### src/rtl/lif_pkg.sv
// lif_pkg
// Shared definitions for the LIF neuron scheduler: FSM state encoding,
// membrane state width and default leak / threshold parameters.
package lif_pkg;

   localparam int STATE_W = 8;

   localparam int              DEFAULT_BETA_SHIFT = 1;
   localparam logic [STATE_W-1:0] DEFAULT_THRESHOLD = 8'd200;

   typedef enum logic [2:0] {
      ST_IDLE   = 3'd0,
      ST_FETCH  = 3'd1,
      ST_UPDATE = 3'd2,
      ST_WRITE  = 3'd3,
      ST_DONE   = 3'd4
   } lif_state_e;

endpackage

### src/rtl/lif_scheduler_if.sv
// lif_scheduler_if
// Input-current fetch handshake between the scheduler and a current source.
//   cur_req   : scheduler requests current for neuron cur_idx
//   cur_idx   : neuron index being fetched
//   cur_valid : source has current available (transfer when req && valid)
//   cur_data  : unsigned 8-bit input current
// master = scheduler side, slave = current source side.
interface lif_scheduler_if #(
   parameter int IDX_W = 2
);
   logic             cur_req;
   logic [IDX_W-1:0] cur_idx;
   logic             cur_valid;
   logic [7:0]       cur_data;

   modport master (output cur_req, output cur_idx, input cur_valid, input cur_data);
   modport slave  (input cur_req, input cur_idx, output cur_valid, output cur_data);
endinterface

### src/rtl/lif_update.sv
// lif_update
// Combinational leak / integrate / fire step for one neuron.
//   i_state   : current membrane state
//   i_current : input current for this timestep
//   o_next    : state to store (0 after a spike)
//   o_spike   : neuron fires this timestep
module lif_update
   import lif_pkg::*;
#(
   parameter int                 BETA_SHIFT = DEFAULT_BETA_SHIFT,
   parameter logic [STATE_W-1:0] THRESHOLD  = DEFAULT_THRESHOLD
) (
   input  logic [STATE_W-1:0] i_state,
   input  logic [STATE_W-1:0] i_current,
   output logic [STATE_W-1:0] o_next,
   output logic               o_spike
);

   logic [STATE_W-1:0] w_leaked;
   logic [STATE_W:0]   w_sum;
   logic [STATE_W-1:0] w_sat;

   // Leak never underflows (shifted value <= state); sum is one bit wider and clamps at 255.
   always_comb begin
      w_leaked = i_state - (i_state >> BETA_SHIFT);
      w_sum    = {1'b0, w_leaked} + {1'b0, i_current};
      if (w_sum[STATE_W]) begin
         w_sat = {STATE_W{1'b1}};
      end else begin
         w_sat = w_sum[STATE_W-1:0];
      end
      if (w_sat >= THRESHOLD) begin
         o_spike = 1'b1;
         o_next  = {STATE_W{1'b0}};
      end else begin
         o_spike = 1'b0;
         o_next  = w_sat;
      end
   end

endmodule

### src/rtl/lif_scheduler.sv
// lif_scheduler
// Time-multiplexes N_NEURONS leaky integrate-and-fire neurons onto one
// lif_update datapath. One timestep = FETCH/UPDATE/WRITE per neuron, then DONE.
//   clk, rst_n : clock, synchronous active-low reset
//   start      : begin a timestep (only honoured in IDLE)
//   cur_if     : current fetch handshake (master side)
//   busy       : high outside IDLE
//   done       : one-cycle pulse when the timestep completes
//   spikes     : spike vector of the last completed timestep
//   rd_idx     : membrane readout select
//   rd_state   : registered membrane state of neuron rd_idx
module lif_scheduler
   import lif_pkg::*;
#(
   parameter int                 N_NEURONS  = 4,
   parameter int                 BETA_SHIFT = DEFAULT_BETA_SHIFT,
   parameter logic [STATE_W-1:0] THRESHOLD  = DEFAULT_THRESHOLD
) (
   input  logic                         clk,
   input  logic                         rst_n,
   input  logic                         start,
   lif_scheduler_if.master              cur_if,
   output logic                         busy,
   output logic                         done,
   output logic [N_NEURONS-1:0]         spikes,
   input  logic [$clog2(N_NEURONS)-1:0] rd_idx,
   output logic [STATE_W-1:0]           rd_state
);

   localparam int IDX_W = $clog2(N_NEURONS);
   localparam logic [IDX_W-1:0] LAST_IDX = IDX_W'(N_NEURONS - 1);

   lif_state_e          r_state;
   logic [IDX_W-1:0]    r_idx;
   logic [STATE_W-1:0]  r_cur;
   logic [STATE_W-1:0]  r_new_state;
   logic [STATE_W-1:0]  r_states [N_NEURONS];
   logic [N_NEURONS-1:0] r_spk_acc;
   logic [N_NEURONS-1:0] r_spikes;
   logic                r_cur_req;
   logic                r_busy;
   logic                r_done;
   logic [STATE_W-1:0]  r_rd_state;

   logic [STATE_W-1:0]  w_cur_state;
   logic [STATE_W-1:0]  w_next;
   logic                w_spike;

   assign w_cur_state = r_states[r_idx];

   lif_update #(
      .BETA_SHIFT (BETA_SHIFT),
      .THRESHOLD  (THRESHOLD)
   ) u_update (
      .i_state   (w_cur_state),
      .i_current (r_cur),
      .o_next    (w_next),
      .o_spike   (w_spike)
   );

   // Scheduler FSM, state register file and registered handshake/status outputs.
   always_ff @(posedge clk) begin
      if (!rst_n) begin
         r_state     <= ST_IDLE;
         r_idx       <= '0;
         r_cur       <= 8'd0;
         r_new_state <= 8'd0;
         r_spk_acc   <= '0;
         r_spikes    <= '0;
         r_cur_req   <= 1'b0;
         r_busy      <= 1'b0;
         r_done      <= 1'b0;
         for (int k = 0; k < N_NEURONS; k++) begin
            r_states[k] <= 8'd0;
         end
      end else begin
         case (r_state)
            ST_IDLE: begin
               if (start) begin
                  r_state   <= ST_FETCH;
                  r_idx     <= '0;
                  r_spk_acc <= '0;
                  r_cur_req <= 1'b1;
                  r_busy    <= 1'b1;
               end else begin
                  r_state   <= ST_IDLE;
               end
            end
            ST_FETCH: begin
               // Request and index stay put until the source delivers.
               if (cur_if.cur_valid) begin
                  r_cur     <= cur_if.cur_data;
                  r_cur_req <= 1'b0;
                  r_state   <= ST_UPDATE;
               end else begin
                  r_state   <= ST_FETCH;
               end
            end
            ST_UPDATE: begin
               r_new_state      <= w_next;
               r_spk_acc[r_idx] <= w_spike;
               r_state          <= ST_WRITE;
            end
            ST_WRITE: begin
               r_states[r_idx] <= r_new_state;
               if (r_idx == LAST_IDX) begin
                  // Publish the whole vector at once so partial results never show.
                  r_spikes <= r_spk_acc;
                  r_done   <= 1'b1;
                  r_state  <= ST_DONE;
               end else begin
                  r_idx     <= r_idx + IDX_W'(1);
                  r_cur_req <= 1'b1;
                  r_state   <= ST_FETCH;
               end
            end
            ST_DONE: begin
               r_done  <= 1'b0;
               r_busy  <= 1'b0;
               r_state <= ST_IDLE;
            end
            default: begin
               r_state   <= ST_IDLE;
               r_cur_req <= 1'b0;
               r_busy    <= 1'b0;
               r_done    <= 1'b0;
            end
         endcase
      end
   end

   // Membrane readout; forwards the value being written so readers see it one edge earlier.
   always_ff @(posedge clk) begin
      if (!rst_n) begin
         r_rd_state <= 8'd0;
      end else if ((r_state == ST_WRITE) && (rd_idx == r_idx)) begin
         r_rd_state <= r_new_state;
      end else begin
         r_rd_state <= r_states[rd_idx];
      end
   end

   assign cur_if.cur_req = r_cur_req;
   assign cur_if.cur_idx = r_idx;
   assign busy           = r_busy;
   assign done           = r_done;
   assign spikes         = r_spikes;
   assign rd_state       = r_rd_state;

endmodule
### src/flat_wrapper.sv
// flat-port wrapper written by rule: the top's interface ports become plain ports
module lif_scheduler_flat import lif_pkg::*;
#(
   parameter int                 N_NEURONS  = 4,
   parameter int                 BETA_SHIFT = DEFAULT_BETA_SHIFT,
   parameter logic [STATE_W-1:0] THRESHOLD  = DEFAULT_THRESHOLD
)
  (clk, rst_n, start, busy, done, spikes, rd_idx, rd_state, cur_if_cur_req, cur_if_cur_idx, cur_if_cur_valid, cur_if_cur_data);
  lif_scheduler_if cur_if_i ();
  input  logic clk;
  input  logic rst_n;
  input  logic start;
  output logic busy;
  output logic done;
  output logic [N_NEURONS-1:0] spikes;
  input  logic [$clog2(N_NEURONS)-1:0] rd_idx;
  output logic [STATE_W-1:0] rd_state;
  output wire logic [$bits(cur_if_i.cur_req)-1:0] cur_if_cur_req;
  output wire logic [$bits(cur_if_i.cur_idx)-1:0] cur_if_cur_idx;
  input wire logic [$bits(cur_if_i.cur_valid)-1:0] cur_if_cur_valid;
  input wire logic [$bits(cur_if_i.cur_data)-1:0] cur_if_cur_data;
  assign cur_if_cur_req = cur_if_i.cur_req;
  assign cur_if_cur_idx = cur_if_i.cur_idx;
  assign cur_if_i.cur_valid = cur_if_cur_valid;
  assign cur_if_i.cur_data = cur_if_cur_data;
  lif_scheduler #(.N_NEURONS(N_NEURONS), .BETA_SHIFT(BETA_SHIFT), .THRESHOLD(THRESHOLD)) u_core (.clk(clk), .rst_n(rst_n), .start(start), .cur_if(cur_if_i), .busy(busy), .done(done), .spikes(spikes), .rd_idx(rd_idx), .rd_state(rd_state));
endmodule
### config.mk
export PLATFORM = sky130hd
export DESIGN_NAME = lif_scheduler_flat
export DESIGN_NICKNAME = d
export VERILOG_FILES = /design/src/rtl/lif_pkg.sv /design/src/rtl/lif_scheduler_if.sv /design/src/rtl/lif_update.sv /design/src/rtl/lif_scheduler.sv /design/src/flat_wrapper.sv
export SDC_FILE = /design/constraint.sdc
export NUM_CORES = 1
export LEC_CHECK = 0
export CAP_MARGIN = 20
export CORE_ASPECT_RATIO = 2
export CORE_UTILIZATION = 53
export DETAILED_ROUTE_END_ITERATION = 16
export PLACE_DENSITY = 0.85
export SYNTH_ARGS = -nofsm -noshare
export SYNTH_HDL_FRONTEND = slang
export SYNTH_HIERARCHICAL = 1
export SYNTH_SLANG_ARGS = --single-unit
### constraint.sdc
create_clock -name clk -period 3.7 [get_ports clk]
set_input_delay 0.37 -clock clk [delete_from_list [all_inputs] [get_ports clk]]
set_output_delay 0.37 -clock clk [all_outputs]
set_load 0.01 [all_outputs]
==> flow_metrics.py, run 1 <==
metrics = {
    "run_status": {
        "status": "finished, violations left",
        "violations": "negative setup slack",
    },
    "clocking": {
        "cts_buffer_depth": 2,
        "cts_root_buffer": "clkbuf_16",
        "clkTransAtPathRegs_ns": 0.06,
        "clkSinkCount": 74,
        "clock_latency_ns": 0.34,
        "cts_hold_buf": 0,
        "h-tree-depth": 3,
        "cts_buffers": 9,
        "tritoncts": "yes",
    },
    "run": {
        "maxCapViolCount": 0,
    },
    "power": {
        "pwr-share-clk": 0.351,
        "internal_power_uw": 1850,
        "power_frac_seq": 0.348,
        "finalPower_uw": 2650,
        "ir_drop_uv": 437,
        "p_switching_uw": 795,
        "leakage_uw": 0.00213,
        "swShare": 0.300,
        "comb_power_share": 0.300,
        "power_density_nw_per_um2": 505,
    },
    "grt": {
        "first_global_vias": 3496,
        "grt_pass1_wl_um": 18100,
        "grt_usage": 0.305,
        "grt_overflow": 0,
        "antenna_found_initial": 0,
        "grt_max_degree": 28,
    },
    "sta": {
        "post-route-period-util": 1.08,
        "slew_headroom": 0.417,
        "tightestPinTransition_ns": 0.869,
        "tns_ns": -2.83,
        "finalWorstSetupSlack_ns": -0.310,
        "final-setup-viol-count": 12,
        "maxSlewViolCount": 0,
        "fin_hold_ws_ns": 0.465,
        "grt_setup_unrepaired": "yes",
        "post-route-min-period_ns": 4.01,
        "max_freq_ghz": 0.249,
        "hold_viol": 0,
        "clock_skew_ns": 0.00663,
    },
    "finish": {
        "areaGrowthSynthToFinish_pct": 28.0,
        "drive_gt1_frac": 0.255,
        "fin_nets": 496,
        "antennaDiodeCount": 0,
        "post-route-cell-area_um2": 5240,
    },
    "place": {
        "dpl_worst_slack_ns": -0.349,
        "io_buffers": 30,
        "gp_congestion": 0.854,
        "placed_cell_area_um2": 4650,
        "dpl.hpwl_um": 7090,
    },
    "die": {
        "fp.dieW_um": 64.1,
        "initial_utilization": 0.542,
        "core_area_um2": 7540,
        "rows": 45,
        "ios": 31,
        "dieArea_um2": 8090,
        "die_h_um": 126,
    },
    "logic_synthesis": {
        "synth_edf_count": 32,
        "synthFlopType": "dfxtp_1",
        "synth_top_area_share": 0.235,
        "synth-simple-area-share": 0.176,
        "synth_top_family_by_area": "simple AND/OR/NAND/NOR gates",
        "syn_area_per_cell_um2": 10.3,
        "synth_area_leader_cell": "edfxtp_1",
        "synth-seq-cells": 74,
        "syn_area_um2": 4090,
        "ys_seq_area_frac": 0.441,
        "yosys.cell_types.count": 55,
        "synth.yosys.warnings": 6,
        "async_reset_ff_frac": 0,
        "synthTopCellsByCount": "nand2_1 (59), dfxtp_1 (42), a21oi_1 (39)",
        "synthTopCellsByArea": "edfxtp_1 (24%), dfxtp_1 (21%), mux4_2 (8.8%), ha_1 (5.8%), nand2_1 (5.4%)",
        "synth_compound_area_frac": 0.132,
        "synthMuxAreaShare": 0.123,
        "synth-xor-area-share": 0.0171,
        "synth-adder-area-share": 0.0679,
        "yosysMostFrequentCell": "nand2_1",
        "synth_nets": 432,
        "syn_inst": 397,
    },
    "setup_path": {
        "endpoint_kind": "register",
        "worstPathMaxFanout": 5,
        "cp_data_required_time_ns": 3.91,
        "crit_chain": "mux4_2, inv_2, ha_4, inv_2, fa_2, a21o_1, a21oi_2, o21bai_1, a21oi_1, xnor2_1, ha_1, nand2_2, a211oi_2, nor3b_2, mux2i_4, a21boi_2, nand2_1, a21oi_1",
        "cp_slowest_cell": "mux4_2",
        "path_class": "reg -> reg",
        "cp_data_arrival_time_ns": 4.22,
        "crit_path_start_kind": "register",
        "cp_slowest_stage_delay_ns": 0.52,
    },
    "routing": {
        "postRouteAntennaNets": 0,
        "drc": 0,
        "wl_met2_um": 6600,
        "viasPerCell": 6.10,
        "wl_met1_um": 3910,
        "topRoutingLayerUsed": "met4",
        "dr_wl_met3_um": 560,
        "wl_per_cell_um": 21.1,
        "drt_iter0_drc": 201,
        "dr.pass1.iters": 5,
        "wirelength_um": 11800,
        "vias": 3415,
    },
    "min_path": {
        "hold_path_class": "reg -> reg",
    },
}
[layout make-up]
type / instances / area, um2
fillers: 526 / 2310
multi-input cells: 281 / 2290
flip-flops and latches: 74 / 1810
repair buffers: 70 / 608
clock buffers: 10 / 229
well taps: 94 / 118
inverters: 25 / 93.8
clock inverters: 6 / 90.1
[power by group through the flow]
stage / registers (uW) / clock network (uW) / logic, uW
3_3_place_gp: 934 / 0 / 568
4_1_cts: 919 / 937 / 694
6_report: 922 / 930 / 795
2_1_floorplan: 922 / 0 / 410
5_1_grt: 925 / 971 / 839
3_5_place_dp: 936 / 0 / 585
[worst paths after layout]
check	start	endpoint	slack, ns	cells after the start
min	u_core/busy	u_core/busy	0.46	2
max reg2reg	register	u_core/r_new_state[7]	-0.31	18
min reg2reg	u_core/busy	u_core/busy	0.46	2
max	register	u_core/r_new_state[7]	-0.31	18
[sequential cells by signal, summed over array words and instances (netlist names), named ones only]
name                   flops
u_core/r_state             3
u_core/cur_if.cur_idx      2
u_core/r_states           32
u_core/busy                1
u_core/r_cur               8
u_core/r_spk_acc           4
u_core/rd_state            8
u_core/done                1
u_core/cur_if.cur_req      1
u_core/spikes              4
u_core/r_new_state         8
[cell usage in the layout (no fill, tap or decap), types with 8 or more instances in the layout]
cell,synthesis,final
a21oi_1,39,30
and3_1,8,8
edfxtp_1,32,32
and2_1,19,18
a21oi_2,0,8
o21ai_0,10,9
inv_1,24,21
buf_4,2,38
mux4_2,16,16
clkbuf_16,0,9
nor2_1,21,17
dfxtp_1,42,41
clkdlybuf4s50_1,0,30
nand2_1,59,57
mux2i_1,12,12
ha_1,19,15
[cells by family after synthesis]
logic type	after synthesis
AOI/OAI and AO/OA	78
buffers and inverters	42
xor gates and xnor gates	8
muxes	29
adders and majority gates	21
and+or+nand+nor	145
DFF	74
[per-stage QoR]
stage,utilization,std cells
final,0.694,560
after global routing,0.694,560
after CTS,0.682,556
after detailed placement,0.617,533
after global placement,0.617,533
after floorplan,-,397
[what timing repair did]
action	4_1_cts	5_1_grt
gates cloned	0	0
pin swaps	19	14
setup buffers	7	4
resized for setup	29	15
endpoints found under the setup margin	12	12
[routing by layer]
metal	global-route usage	vias up
met5	0	-
met4	0.212	0
met1	0.310	1669
li1	-	1533
met3	0.0598	59
met2	0.542	154
[critical path, delay by kind of cell (launching register included)]
kind | cells | cell delay, ns
xor gates and xnor gates | 1 | 0.09
and+or+nand+nor | 3 | 0.29
adders and majority gates | 3 | 0.86
buffers and inverters | 2 | 0.13
AOI/OAI and AO/OA | 7 | 1.37
muxes | 2 | 0.75
DFF | 1 | 0.38
(Power assumes the default switching activity.)
==> run 2: changes to the inputs <==
CORE_MARGIN = 1   (was not set)
CORE_UTILIZATION = 50   (was 53)
PLACE_DENSITY = 0.82   (was 0.85)
==> run 2 against run 1 <==
  * The run still ends with negative setup slack left
  * Register-to-register slack improved by 0.07 ns
  * Worst hold slack got worse by 0.012 ns
  * Combinational power rose by 2%
  * Worst setup slack improved by 0.067 ns
  * Largest power group is now sequential cells
  * Highest routed layer unchanged
==> flow_metrics.py, run 2 (synthesis results as in run 1) <==
metrics = {
    "run_status": {
        "status": "finished, violations left",
        "violations": "negative setup slack",
    },
    "grt": {
        "met1_usage": 0.279,
        "grt_overflow": 0,
        "top_usage_layer": "met2",
        "grt_util_met2": 0.480,
        "grt_max_degree": 28,
        "antenna_found_initial": 0,
        "grt_usage": 0.274,
        "gr-usage-met3": 0.0402,
        "first_global_vias": 3417,
        "grt_pass1_wl_um": 16800,
    },
    "sta": {
        "post-route-period-util": 1.07,
        "tightestPinTransition_ns": 0.947,
        "finalWorstSetupSlack_ns": -0.243,
        "maxSlewViolCount": 0,
        "post-route-min-period_ns": 3.94,
        "hold_viol": 0,
        "clock_skew_ns": 0.00482,
        "grt_setup_unrepaired": "yes",
        "final-setup-viol-count": 12,
        "max_freq_ghz": 0.254,
        "slew_headroom": 0.365,
        "fin_hold_ws_ns": 0.453,
    },
    "routing": {
        "viasPerCell": 6.04,
        "wl_per_cell_um": 19.9,
        "dr.pass1.iters": 5,
        "drt_iter0_drc": 209,
        "vias": 3425,
        "postRouteAntennaNets": 0,
        "drc": 0,
        "wirelength_um": 11300,
    },
    "finish": {
        "fillerInstances": 571,
        "largest_reg_flops": 32,
        "layout_commonest_cell": "nand2_1",
        "fin_nets": 501,
        "final_core_util": 0.658,
        "drive_gt1_frac": 0.246,
        "antennaDiodeCount": 0,
        "areaGrowthSynthToFinish_pct": 27.9,
        "post-route-cell-area_um2": 5230,
        "most-common-layout-cells": "nand2_1 (56), buf_4 (43), dfxtp_1 (41)",
        "regMostFlops": "u_core/r_states",
    },
    "die": {
        "die_h_um": 130,
        "ios": 31,
        "fp.dieW_um": 65.9,
        "initial_utilization": 0.515,
        "rows": 46,
        "dieArea_um2": 8570,
        "core_area_um2": 7940,
    },
    "power": {
        "leakage_uw": 0.00216,
        "ir_drop_uv": 332,
        "power_density_nw_per_um2": 506,
    },
    "setup_path": {
        "cp_slowest_stage_delay_ns": 0.55,
        "cp_data_required_time_ns": 3.96,
        "cp_data_arrival_time_ns": 4.20,
        "crit_chain": "buf_4, mux4_2, ha_1, or3_1, o31ai_2, xnor2_1, ha_1, nand2_2, o21ai_4, a211oi_4, a211oi_2, and2_4, nand3_1, a21oi_2",
        "r2r-end": "u_core/r_spk_acc[1]",
        "path_class": "reg -> reg",
        "worstPathMaxFanout": 5,
        "endpoint_kind": "register",
        "cp_common_cell": "ha_1",
        "cp_slowest_cell": "mux4_2",
        "endpoint": "u_core/r_spk_acc[1]",
        "ff2ff_setup_slack_ns": -0.24,
        "crit_path_start_kind": "register",
        "reg2reg_depth": 14,
    },
    "min_path": {
        "hp-start": "u_core/busy",
        "hold_path_class": "reg -> reg",
    },
    "clocking": {
        "clock_latency_ns": 0.33,
        "tritoncts": "yes",
        "clkTransAtPathRegs_ns": 0.06,
        "cts_hold_buf": 0,
        "cts_buffers": 9,
        "clkSinkCount": 74,
        "h-tree-depth": 3,
        "cts_root_buffer": "clkbuf_16",
        "cts_buffer_depth": 2,
    },
    "place": {
        "dpl.hpwl_um": 7380,
        "gp_congestion": 0.914,
        "io_buffers": 30,
        "placed_cell_area_um2": 4710,
    },
    "run": {
        "maxCapViolCount": 0,
    },
}
[run 2: how the worst min path moves through the flow]
stage	cells past startpoint	slack (ns)	endpoint
5_1_grt	2	0.47	u_core/busy
6_report	2	0.45	u_core/busy
3_5_place_dp	2	0.45	u_core/busy
3_3_place_gp	2	0.44	u_core/busy
2_1_floorplan	2	0.44	u_core/r_cur[0]
4_1_cts	2	0.46	u_core/busy
[run 2: power by group]
part	switching, uW	internal (uW)
clock network	327	585
logic	416	395
registers	36.9	884
[run 2: layout make-up]
| class | instances | area [um2] | area share |
|---|---|---|---|
| Multi-Input combinational cell | 281 | 2250 | 0.431 |
| Sequential cell | 74 | 1810 | 0.345 |
| Timing Repair Buffer | 75 | 646 | 0.123 |
| Clock buffer | 10 | 229 | 0.0438 |
| Tap cell | 96 | 120 | 0.0230 |
| Inverter | 25 | 93.8 | 0.0179 |
| Clock inverter | 6 | 81.3 | 0.0156 |
[run 2: metrics by stage]
stage,worst slack [ns],power (uW),instances,TNS (ns)
5_1_grt,-0.383,2740,567,-3.86
6_report,-0.243,2640,567,-2.36
4_1_cts,-0.0772,2540,565,-0.547
3_3_place_gp,-0.231,1530,541,-2.38
3_5_place_dp,-0.327,1550,541,-3.24
2_1_floorplan,0.0149,1330,397,0
[run 2: worst max-delay path, delay by kind of cell (launching register included)]
family	cells	cell delay (ns)
compound gates	5	1.14
simple gates	4	0.85
fa+ha+maj	2	0.66
mux	1	0.55
flops	1	0.39
buf+inv	1	0.15
xor+xnor	1	0.14
[run 2: per-layer routing]
layer / part of all wire / up-vias
met5: 0 / -
met4: 0.065 / 0
met3: 0.050 / 49
met2: 0.55 / 177
met1: 0.34 / 1648
li1: - / 1551
[run 2: timing repair]
action                     4_1_cts  5_1_grt
pin swaps                       13       14
resized for setup               17       19
hold endpoints to repair         0        0
buffers inserted                 8        3
setup endpoints to repair       12       12
==> run 3: changes to the inputs <==
ABC_CLOCK_PERIOD_IN_PS = 3700   (was not set)
CORE_UTILIZATION = 45   (was 50)
PLACE_DENSITY = 0.75   (was 0.82)
==> run 3 against run 2 <==
  * The flow still finishes with violations (negative setup slack)
  * Count of clock-buffer cells in the layout shrank 1
  * Critical endpoint is now u_core/r_new_state[5]
  * Non-clock buffer count is the same
  * First-iteration DRC count shrank 37%
  * Critical path type unchanged
  * Sequential power is essentially flat
==> flow_metrics.py, run 3 (synthesis results as in run 1) <==
metrics = {
    "routing": {
        "wirelength_um": 10200,
        "viasPerCell": 5.65,
        "vias": 3233,
        "wl_per_cell_um": 17.8,
        "drc": 0,
        "postRouteAntennaNets": 0,
        "drt_iter0_drc": 132,
        "dr.pass1.iters": 4,
    },
    "clocking": {
        "clock_latency_ns": 0.34,
        "clkSinkCount": 74,
        "cts_buffer_depth": 2,
        "clkTransAtPathRegs_ns": 0.06,
        "h-tree-depth": 3,
        "tritoncts": "yes",
        "cts_root_buffer": "clkbuf_16",
        "cts_buffers": 9,
    },
    "sta": {
        "fin_hold_ws_ns": 0.455,
        "slew_headroom": 0.371,
        "max_freq_ghz": 0.260,
        "clock_skew_ns": 0.00674,
        "grt_setup_unrepaired": "yes",
        "finalWorstSetupSlack_ns": -0.140,
        "post-route-period-util": 1.04,
        "maxSlewViolCount": 0,
        "final-setup-viol-count": 10,
        "hold_viol": 0,
        "tns_ns": -0.593,
        "tightestPinTransition_ns": 0.938,
        "post-route-min-period_ns": 3.84,
    },
    "grt": {
        "antenna_found_initial": 0,
        "grt_max_degree": 28,
        "grt_overflow": 0,
        "grt_usage": 0.224,
        "first_global_vias": 3337,
        "grt_pass1_wl_um": 16200,
    },
    "run": {
        "maxCapViolCount": 0,
    },
    "min_path": {
        "hold_path_class": "reg -> reg",
        "whs_path_depth": 2,
        "hp-start": "u_core/busy",
    },
    "run_status": {
        "violations": "negative setup slack",
        "status": "finished, violations left",
    },
    "power": {
        "leakage_uw": 0.00217,
        "power_density_nw_per_um2": 497,
        "ir_drop_uv": 311,
    },
    "place": {
        "gp_congestion": 0.827,
        "dp.cells": 545,
        "io_buffers": 30,
        "dpl.hpwl_um": 7210,
    },
    "die": {
        "dieArea_um2": 9490,
        "fp.dieW_um": 69.4,
        "core_area_um2": 8710,
        "die_h_um": 137,
        "rows": 48,
        "initial_utilization": 0.470,
        "ios": 31,
    },
    "finish": {
        "multi_input_area_um2": 2290,
        "layout_commonest_cell": "nand2_1",
        "most-common-layout-cells": "nand2_1 (57), buf_4 (43), dfxtp_1 (41)",
        "areaGrowthSynthToFinish_pct": 29.3,
        "final_cells": 572,
        "largest_reg_flops": 32,
        "regMostFlops": "u_core/r_states",
        "register_area_um2": 1810,
        "drive_gt1_frac": 0.263,
        "fin_nets": 502,
        "fillerInstances": 658,
        "antennaDiodeCount": 0,
    },
    "setup_path": {
        "reg2reg_depth": 16,
        "cp_data_arrival_time_ns": 4.11,
        "crit_path_start_kind": "register",
        "cp_data_required_time_ns": 3.97,
        "path_class": "reg -> reg",
        "endpoint_kind": "register",
        "worstPathMaxFanout": 6,
    },
}
-- run 3: changes by cell type in the layout (fill, tap and decap cells not counted), sizes merged --
cell | before | now
clkbuf | 10 | 9
inv | 24 | 26
mux2i | 13 | 14
clkinvlp | 0 | 1
clkinv | 5 | 3
-- run 3: final timing paths --
path | endpoint | slack [ns]
min | u_core/busy | 0.46
max | u_core/r_new_state[5] | -0.14
min reg2reg | u_core/busy | 0.46
max reg2reg | u_core/r_new_state[5] | -0.14
-- run 3: area by class of cell --
cell class | instances | area share
tap | 100 | 0.0237
clock buffer | 9 | 0.0426
timing repair buffer | 75 | 0.122
inverter | 25 | 0.0178
clock inverter | 7 | 0.0192
multi-input combinational | 282 | 0.433
sequential | 74 | 0.342
-- run 3: where the power goes --
group / internal (uW) / total, uW / switching (uW)
clock: 597 / 955 / 358
combinational: 373 / 753 / 380
sequential: 884 / 918 / 33.7
total: 1850 / 2630 / 772
-- run 3: metrics by stage --
stage | setup slack, ns | power, uW | util | cell area [um2]
after global routing | -0.303 | 2740 | 0.607 | 5290
after detailed placement | -0.320 | 1530 | 0.541 | 4710
after floorplan | 0.0149 | 1330 | - | 4110
after CTS | -0.0563 | 2560 | 0.592 | 5160
final | -0.140 | 2630 | 0.607 | 5290
after global placement | -0.246 | 1520 | 0.541 | 4710
-- run 3: per-layer routing --
| layer | global-route usage | vias up | share of wire | routed length [um] |
|---|---|---|---|---|
| li1 | - | 1555 | - | - |
| met1 | 0.228 | 1577 | 0.36 | 3690 |
| met2 | 0.426 | 73 | 0.56 | 5740 |
| met3 | 0.0376 | 28 | 0.031 | 314 |
| met4 | 0.124 | 0 | 0.043 | 435 |
| met5 | 0 | - | 0 | 0 |
-- run 3: critical path, cell delays in order (launching register included) --
cell       delay, ns
dfxtp_4         0.39
mux4_2          0.58
buf_6           0.15
fa_2            0.38
buf_4           0.14
buf_4           0.12
xor2_1          0.17
ha_1            0.37
nand3_2         0.12
buf_4           0.16
a32o_2          0.23
a211oi_4        0.30
a211oi_4        0.13
buf_4           0.15
a2bb2oi_2       0.12
nand2_1         0.09
a21oi_2         0.17
-- run 3: what timing repair did --
action                     in CTS  in global routing
pin swaps                      20                 13
gates cloned                    1                  0
hold buffers                    0                  0
setup endpoints to repair      12                 12
resized for setup              22                 19
setup buffers                   3                  7
==> patch: new RTL, config.mk and constraints of run 1 <==
Register the output `done` once more, with the module's reset; this adds one clock of latency there. The other outputs are not delayed to match. Comments in the files are not updated.
--- a/src/rtl/lif_scheduler.sv
+++ b/src/rtl/lif_scheduler.sv
@@ -145,3 +145,9 @@
    assign busy           = r_busy;
-   assign done           = r_done;
+   always_ff @(posedge clk) begin
+      if (!rst_n) begin
+         done <= '0;
+      end else begin
+         done <= r_done;
+      end
+   end
    assign spikes         = r_spikes;
Check against the original RTL: no difference found for any inputs over 4 cycles, from zero or initial values and one cycle with rst_n low; that may be too few to reach the edited logic, so the function may still have changed.
==> patch against run 1 <==
The flow still finishes with violations (negative setup slack). Sequential cell count grew 1. Wire length shrank 8.9%. Critical path type unchanged. Die area grew 0.51%. Synthesized area grew 0.52%. Worst setup slack gained 0.028 ns. Total power shrank 4.0%. Utilization is essentially flat. Critical path depth shrank 2. Cell area is essentially flat. Clock skew shrank 0.0034 ns.
==> patch: results (changes against run 1) <==
Parameter                              Value

Outcome
  Violations in the final reports    negative setup slack (unchanged)
  Result of the run    complete, but fails checks (unchanged)

GRT
  Global-route wire length before repair    16200 µm (was 18100 µm)
  Number of global-route vias before repair    3368 (was 3496)
  Met3 track demand over resource in global routing    0.0549 (was 0.0598)

Place
  Area of placed instances    0.00470 mm² (was 0.00465 mm²)
  Number of placed instances with taps included    537 (was 533)
  Placed wire-length estimate after detailed placement    7220 µm (was 7090 µm)

Logic synthesis
  Cell count after synthesis    399 (was 397)
  Portion of the post-synthesis area used by sequential elements    0.443 (was 0.441)
  Fraction of post-synthesis cell area in the top cell type by area    0.234 (was 0.235)
  Top cells by area, synth    sky130_fd_sc_hd__edfxtp_1 (23%), sky130_fd_sc_hd__dfxtp_1 (21%), sky130_fd_sc_hd__mux4_2 (8.8%), sky130_fd_sc_hd__ha_1 (5.8%), sky130_fd_sc_hd__nand2_1 (5.4%) (was sky130_fd_sc_hd__edfxtp_1 (24%), sky130_fd_sc_hd__dfxtp_1 (21%), sky130_fd_sc_hd__mux4_2 (8.8%), sky130_fd_sc_hd__ha_1 (5.8%), sky130_fd_sc_hd__nand2_1 (5.4%))
  Leading post-synthesis cells by instance count    sky130_fd_sc_hd__nand2_1 (59), sky130_fd_sc_hd__dfxtp_1 (43), sky130_fd_sc_hd__a21oi_1 (39) (was sky130_fd_sc_hd__nand2_1 (59), sky130_fd_sc_hd__dfxtp_1 (42), sky130_fd_sc_hd__a21oi_1 (39))
  Synthesized-area fraction occupied by adder cells    0.0676 (was 0.0679)
  Post-synth net total    434 (was 432)

Pwr
  Clock network power    0.864 mW (was 0.930 mW)
  Share of power burned in combinational logic    0.294 (was 0.300)
  Worst supply voltage drop on vdd    0.000426 V (was 0.000437 V)

Drt
  1st-pass router iterations    4 (was 5)
  Drt wl/cell    19.1 µm (was 21.1 µm)
  Mean number of vias per cell    5.99 (was 6.10)
  DR iter-0 viols    168 (was 201)
  M1 wire length    3730 µm (was 3910 µm)

STA
  Worst-case hold slack    0.468 ns (was 0.465 ns)
  Measured slew at the worst slew-check pin    0.682 ns (was 0.869 ns)
  # setup viols final    12 (unchanged)
  Final setup slack of the worst path    -0.282 ns (was -0.310 ns)

Critical path
  Worst endpoint data arrival time    4.24 ns (was 4.22 ns)
  Worst-case reg-to-reg path depth    16 (was 18)
  Critical path's largest stage delay    0.49 ns (was 0.52 ns)

Min path
  Hold_sp    u_core/r_cur[4] (was u_core/busy)

Finish
  Fraction of final layout cells with drive strength greater than 1    0.255 (about the same)
  Signed area change from the synthesized netlist to the final layout    27.3% (was 28.0%)
-- patch: changes by cell type after synthesis --
cell,change
sky130_fd_sc_hd__buf_4,-1
sky130_fd_sc_hd__clkbuf_1,+3
sky130_fd_sc_hd__and2_1,+1
sky130_fd_sc_hd__or2b_1,+1
sky130_fd_sc_hd__buf_2,-2
sky130_fd_sc_hd__nand2b_1,-1
sky130_fd_sc_hd__dfxtp_1,+1
-- patch: repair_timing --
action | CTS | global route
setup endpoints to repair | 12 | 12
resized for setup | 34 | 12
cloned | 1 | 0
buffers inserted | 3 | 4
pin swaps | 32 | 16
-- patch: layout make-up --
cell class	instances	area share
clock inverters	6	0.0122
clock buffers	10	0.0437
well taps	94	0.0225
multi-input cells	283	0.442
inverters	25	0.0179
flip-flops and latches	75	0.349
repair buffers	68	0.113
